<file path="config.mk">
export PLATFORM = sky130hd
export DESIGN_NAME = fetch_queue_flat
export DESIGN_NICKNAME = d
export VERILOG_FILES = /design/src/rtl/fetch_queue_if.sv /design/src/rtl/fetch_queue.sv /design/src/flat_wrapper.sv
export SDC_FILE = /design/constraint.sdc
export NUM_CORES = 1
export LEC_CHECK = 0
export CAP_MARGIN = 20
export CORE_ASPECT_RATIO = 1.4
export CORE_UTILIZATION = 30
export CTS_BUF_LIST = sky130_fd_sc_hd__clkbuf_4
export DETAILED_ROUTE_END_ITERATION = 10
export SETUP_SLACK_MARGIN = 0.2
export SYNTH_ARGS = -nofsm -noshare
export SYNTH_HDL_FRONTEND = slang
export SYNTH_SLANG_ARGS = --single-unit
</file>
<file path="constraint.sdc">
create_clock -name clk -period 6.96 [get_ports clk]
set_input_delay 1.392 -clock clk [delete_from_list [all_inputs] [get_ports clk]]
set_output_delay 1.392 -clock clk [all_outputs]
set_load 0.1 [all_outputs]
</file>
<file path="src/rtl/fetch_queue_if.sv">
// fetch_queue_if: fetch-side and decode-side handshake bundle for fetch_queue
interface fetch_queue_if #(
  parameter int DEPTH = 8,
  parameter int XLEN  = 32
);
  localparam int CW = $clog2(DEPTH) + 1;
  logic            flush;
  logic [1:0]      in_valid;
  logic [XLEN-1:0] in_instr0, in_instr1, in_pc0, in_pc1;
  logic            in_ready;
  logic [1:0]      out_valid;
  logic [XLEN-1:0] out_instr0, out_instr1, out_pc0, out_pc1;
  logic [1:0]      deq;
  logic [CW-1:0]   count;
  modport master (
    output flush, in_valid, in_instr0, in_instr1, in_pc0, in_pc1, deq,
    input  in_ready, out_valid, out_instr0, out_instr1, out_pc0, out_pc1, count
  );
  modport slave (
    input  flush, in_valid, in_instr0, in_instr1, in_pc0, in_pc1, deq,
    output in_ready, out_valid, out_instr0, out_instr1, out_pc0, out_pc1, count
  );
endinterface

</file>
<file path="src/rtl/fetch_queue.sv">
// fetch_queue: 2-wide in / 2-wide out circular instruction queue with flush
module fetch_queue #(
  parameter int DEPTH = 8,
  parameter int XLEN  = 32
) (
  input logic          clk,
  input logic          rst,
  fetch_queue_if.slave fq
);
  localparam int AW = $clog2(DEPTH);
  localparam int CW = AW + 1;
  logic [XLEN-1:0] instr_q [DEPTH];
  logic [XLEN-1:0] pc_q [DEPTH];
  logic [AW-1:0]   rptr_q, rptr_d, wptr_q, wptr_d, rptr1, wptr1;
  logic [CW-1:0]   count_q, count_d;
  logic            rdy, v0, v1, wr0, wr1, rd0, rd1;
  // Ready looks only at registered occupancy so a full queue never depends on same-cycle deq
  assign rdy   = count_q <= CW'(DEPTH - 2);
  assign v0    = count_q >= CW'(1);
  assign v1    = count_q >= CW'(2);
  assign wr0   = rdy & ~fq.flush & fq.in_valid[0];
  assign wr1   = wr0 & fq.in_valid[1];
  assign rd0   = ~fq.flush & v0 & fq.deq[0];
  assign rd1   = rd0 & v1 & fq.deq[1];
  assign rptr1 = rptr_q + AW'(1);
  assign wptr1 = wptr_q + AW'(1);
  always_comb begin
    rptr_d  = fq.flush ? '0 : rptr_q + AW'(rd0) + AW'(rd1);
    wptr_d  = fq.flush ? '0 : wptr_q + AW'(wr0) + AW'(wr1);
    count_d = fq.flush ? '0 : count_q + CW'(wr0) + CW'(wr1) - CW'(rd0) - CW'(rd1);
  end
  always_ff @(posedge clk or posedge rst) begin
    if (rst) begin
      rptr_q  <= '0;
      wptr_q  <= '0;
      count_q <= '0;
    end else begin
      rptr_q  <= rptr_d;
      wptr_q  <= wptr_d;
      count_q <= count_d;
    end
  end
  always_ff @(posedge clk) begin
    if (wr0) begin
      instr_q[wptr_q] <= fq.in_instr0;
      pc_q[wptr_q]    <= fq.in_pc0;
    end
    if (wr1) begin
      instr_q[wptr1] <= fq.in_instr1;
      pc_q[wptr1]    <= fq.in_pc1;
    end
  end
  // Stale storage is masked so decode never sees garbage in empty slots
  assign fq.in_ready   = rdy;
  assign fq.out_valid  = {v1, v0};
  assign fq.out_instr0 = v0 ? instr_q[rptr_q] : '0;
  assign fq.out_pc0    = v0 ? pc_q[rptr_q] : '0;
  assign fq.out_instr1 = v1 ? instr_q[rptr1] : '0;
  assign fq.out_pc1    = v1 ? pc_q[rptr1] : '0;
  assign fq.count      = count_q;
endmodule

</file>
<file path="src/flat_wrapper.sv">
// flat-port wrapper written by rule: the top's interface ports become plain ports
module fetch_queue_flat 
#(
  parameter int DEPTH = 8,
  parameter int XLEN  = 32
)
  (clk, rst, fq_flush, fq_in_valid, fq_in_instr0, fq_in_instr1, fq_in_pc0, fq_in_pc1, fq_deq, fq_in_ready, fq_out_valid, fq_out_instr0, fq_out_instr1, fq_out_pc0, fq_out_pc1, fq_count);
  fetch_queue_if #(.DEPTH(DEPTH), .XLEN(XLEN)) fq_i ();
  input logic clk;
  input logic rst;
  input wire logic [$bits(fq_i.flush)-1:0] fq_flush;
  input wire logic [$bits(fq_i.in_valid)-1:0] fq_in_valid;
  input wire logic [$bits(fq_i.in_instr0)-1:0] fq_in_instr0;
  input wire logic [$bits(fq_i.in_instr1)-1:0] fq_in_instr1;
  input wire logic [$bits(fq_i.in_pc0)-1:0] fq_in_pc0;
  input wire logic [$bits(fq_i.in_pc1)-1:0] fq_in_pc1;
  input wire logic [$bits(fq_i.deq)-1:0] fq_deq;
  output wire logic [$bits(fq_i.in_ready)-1:0] fq_in_ready;
  output wire logic [$bits(fq_i.out_valid)-1:0] fq_out_valid;
  output wire logic [$bits(fq_i.out_instr0)-1:0] fq_out_instr0;
  output wire logic [$bits(fq_i.out_instr1)-1:0] fq_out_instr1;
  output wire logic [$bits(fq_i.out_pc0)-1:0] fq_out_pc0;
  output wire logic [$bits(fq_i.out_pc1)-1:0] fq_out_pc1;
  output wire logic [$bits(fq_i.count)-1:0] fq_count;
  assign fq_i.flush = fq_flush;
  assign fq_i.in_valid = fq_in_valid;
  assign fq_i.in_instr0 = fq_in_instr0;
  assign fq_i.in_instr1 = fq_in_instr1;
  assign fq_i.in_pc0 = fq_in_pc0;
  assign fq_i.in_pc1 = fq_in_pc1;
  assign fq_i.deq = fq_deq;
  assign fq_in_ready = fq_i.in_ready;
  assign fq_out_valid = fq_i.out_valid;
  assign fq_out_instr0 = fq_i.out_instr0;
  assign fq_out_instr1 = fq_i.out_instr1;
  assign fq_out_pc0 = fq_i.out_pc0;
  assign fq_out_pc1 = fq_i.out_pc1;
  assign fq_count = fq_i.count;
  fetch_queue #(.DEPTH(DEPTH), .XLEN(XLEN)) u_core (.clk(clk), .rst(rst), .fq(fq_i));
endmodule
</file>
==> results.yml <==
status:
  status: "finished clean"
pwr:
  clockPowerShare: 0.196
  p_seq_frac: 0.259
  p_switching_mw: 7.297
  internal-power_mw: 6.869
  pwr_density_cell_nw_per_um2: 384.9
  leakage_nw: 11.50
  swShare: 0.5151
  vdd_drop_max_v: 0.0003908
  pwr-share-comb: 0.545
detailed_routing:
  drc: 0
  routed_wl_um: 106900
  vias: 22130
  vias_per_cell: 5.588
  routedWlPerCell_um: 27.00
  drt_iter0_drc: 1512
  drtPass1Iterations: 5
  drtAntennaViolNets: 0
yosys:
  synth-simple-area-share: 0.03317
  yosysWarnings: 0
  synthXorXnorAreaFrac: 0.001703
  async_flop_share: 0.01916
  synth_cells: 2225
  synth_nets: 2374
  synthFlopType: "edfxtp_1"
  synth_area_leader_cell: "edfxtp_1"
  synth_commonest_cells: "mux2_2 (608), edfxtp_1 (512), mux2i_1 (320)"
  synth_top_family_by_area: "multiplexers"
  synthTopCellsByArea: "edfxtp_1 (50%), mux2_2 (22%), mux2i_1 (10%)"
  synth_compound_area_frac: 0.08276
  synth_mux_area_frac: 0.3374
  yosys_register_bits: 522
  synth_adder_area_share: 0.006893
  synth.most_common_cell: "mux2_2"
  mappedNetlistArea_um2: 30860
  synth_edf_count: 512
  synthDistinctLibCells: 42
  synthDominantCellAreaShare: 0.4983
  synth_seq_area_share: 0.5064
  avgSynthCellArea_um2: 13.87
timing:
  post-route-min-period_ns: 6.444
  tightest_slew_ns: 1.131
  period_share: 0.9259
  hold_viol: 0
  holdWs_ns: 0.7028
  skew_ns: 0.05796
  slew_viol_final: 0
  max_freq_mhz: 155.2
  rsz0062_at_grt: "false"
  maxSlewHeadroom: 0.2265
  setup_viol: 0
floorplan:
  num_io_pins: 270
  die_w_um: 273.0
  die_area_um2: 104200
  rows: 138
  initial_utilization: 0.3039
  die_h_um: 381.5
  core_um2: 101500
grt:
  busiest_layer: "met2"
  grtUsageMet2: 0.3497
  grt.overflow.total: 0
  grt_max_degree: 138
  grt_pass1_vias: 23490
  antenna_found_initial: 25
  use_met1: 0.2306
  grt_pass1_wl_um: 154200
  grt.total_usage: 0.2013
  met3_usage: 0.05156
placement:
  place_area_um2: 34980
  place_hpwl_um: 63060
  portBuffers: 269
  place_congestion: 0.7866
flow_run:
  cap_viol_max_count: 0
clock_tree:
  holdBufCountCts: 0
  tritoncts: "done"
  clock-root-buffer: "clkbuf_4"
  cts.reportedPaths.clkPinSlew_ns: 0.07
  postCtsSetupRepairBufs: 0
  cts_sinks: 522
  clock_path_buffers: 3
  clk_latency_ns: 1.04
  cts_buffers: 138
  cts_max_level: 4
worst_setup_path:
  cp.arrival_ns: 5.05
  startpoint_type: "flip-flop"
  required_ns: 5.57
  endpoint_kind: "primary output"
  critical_path_class: "reg -> out"
  crit_fanout: 9
cells_and_area:
  fin_nets: 2663
  fin_area_um2: 36800
  n_fill_cell: 9769
  layout-drive-gt1-share: 0.3750
  syn_to_final_growth_pct: 19.27
hold_path:
  holdCritPathClass: "in -> async"
-- power groups by stage --
stage	Combinational, mW	Clock [mW]	Sequential, mW
after floorplan	5.51	0	3.77
after global placement	7.65	0	3.73
after global routing	7.96	3.00	3.68
after CTS	7.73	2.87	3.67
final	7.72	2.77	3.67
after detailed placement	7.72	0	3.74
-- stage by stage --
stage,total power [mW],TNS (ns),worst slack [ns],cells,util
global placement,11.38,0,1.450,3700,0.3438
floorplan,9.279,-52.61,-0.9869,2225,-
global route,14.64,0,0.1961,3957,0.3624
CTS,14.27,0,0.2033,3948,0.3619
finish,14.17,0,0.5157,3961,0.3625
detailed placement,11.45,0,1.403,3703,0.3445
-- placed cells by master, fill, tap and decap left out, types with 5 or more instances in the layout --
cell,count
buf_4,113
clkinv_1,28
nor2_1,8
fa_1,5
a2111oi_1,15
nor2_4,7
ha_1,8
mux2_1,32
dfrtp_1,9
nand3_1,6
a211oi_1,64
nor2b_1,69
clkdlybuf4s50_1,209
edfxtp_1,512
a221oi_1,64
clkinv_2,5
inv_2,5
inv_1,12
diode_2,12
nand2_1,68
a2111oi_0,49
mux2_2,608
clkbuf_4,200
a22oi_1,64
mux2i_1,320
buf_12,8
o22ai_1,64
-- metal layers --
layer	wire (um)	vias to the layer above
li1	-	9627
met1	41880	11390
met2	53860	851
met3	7111	241
met4	3963	22
met5	135	-
-- sequential cells by signal, indices dropped and copies added, names as in the netlist --
name	flops
u_core.instr_q	256
u_core.pc_q	256
u_core.fq.count	4
u_core.rptr_q	3
u_core.wptr_q	3
-- worst paths after layout --
check | from | slack, ns | to | cells after the start
max | u_core.rptr_q[0] | 0.52 | fq_out_instr1[3] | 6
min | rst | 0.70 | u_core.rptr_q[0] | 2
max reg2reg | u_core.fq.count[2] | 2.58 | u_core.fq.count[2] | 14
min reg2reg | u_core.fq.count[2] | 0.72 | u_core.fq.count[2] | 2
max in group asynchronous | rst | 5.87 | u_core.rptr_q[1] | 2
min in group clk | u_core.fq.count[2] | 0.72 | u_core.fq.count[2] | 2
-- worst max-delay path, stage by stage (launching register included) --
cell and delay [ns]:
dfrtp_1 0.61, ha_4 0.20, xor2_1 0.55, nand2b_4 0.35, a211oi_1 0.08, a2111oi_0 0.94
clkdlybuf4s50_1 1.30
-- cell families (layout without fill, tap and decap cells) --
| kind of cell | after synthesis | after routing |
|---|---|---|
| and+or+nand+nor | 190 | 190 |
| AOI/OAI and AO/OA | 332 | 332 |
| buffers and inverters | 201 | 595 |
| adders and majority gates | 14 | 14 |
| other | 0 | 12 |
| xor gates and xnor gates | 6 | 6 |
| muxes | 960 | 960 |
| DFF | 522 | 522 |
-- repair_timing --
| action | in CTS | in global routing |
|---|---|---|
| resized for setup | 1 | 1 |
| pin swaps | 0 | 0 |
| setup endpoints to repair | 1 | 3 |
-- cell type report --
cell class                      instances  area, um2  share of cell area
Multi-Input combinational cell       1502      14450              0.3928
Timing Repair Buffer                  335       3203             0.08704
Tap cell                             1330       1664             0.04522
Sequential cell                       522      15630              0.4247
Clock inverter                         45      264.0            0.007174
Clock buffer                          200       1501             0.04080
Antenna cell                           12      30.03           0.0008160
Inverter                               15      56.30            0.001530
No activity file was read; power rests on OpenSTA's default activity.
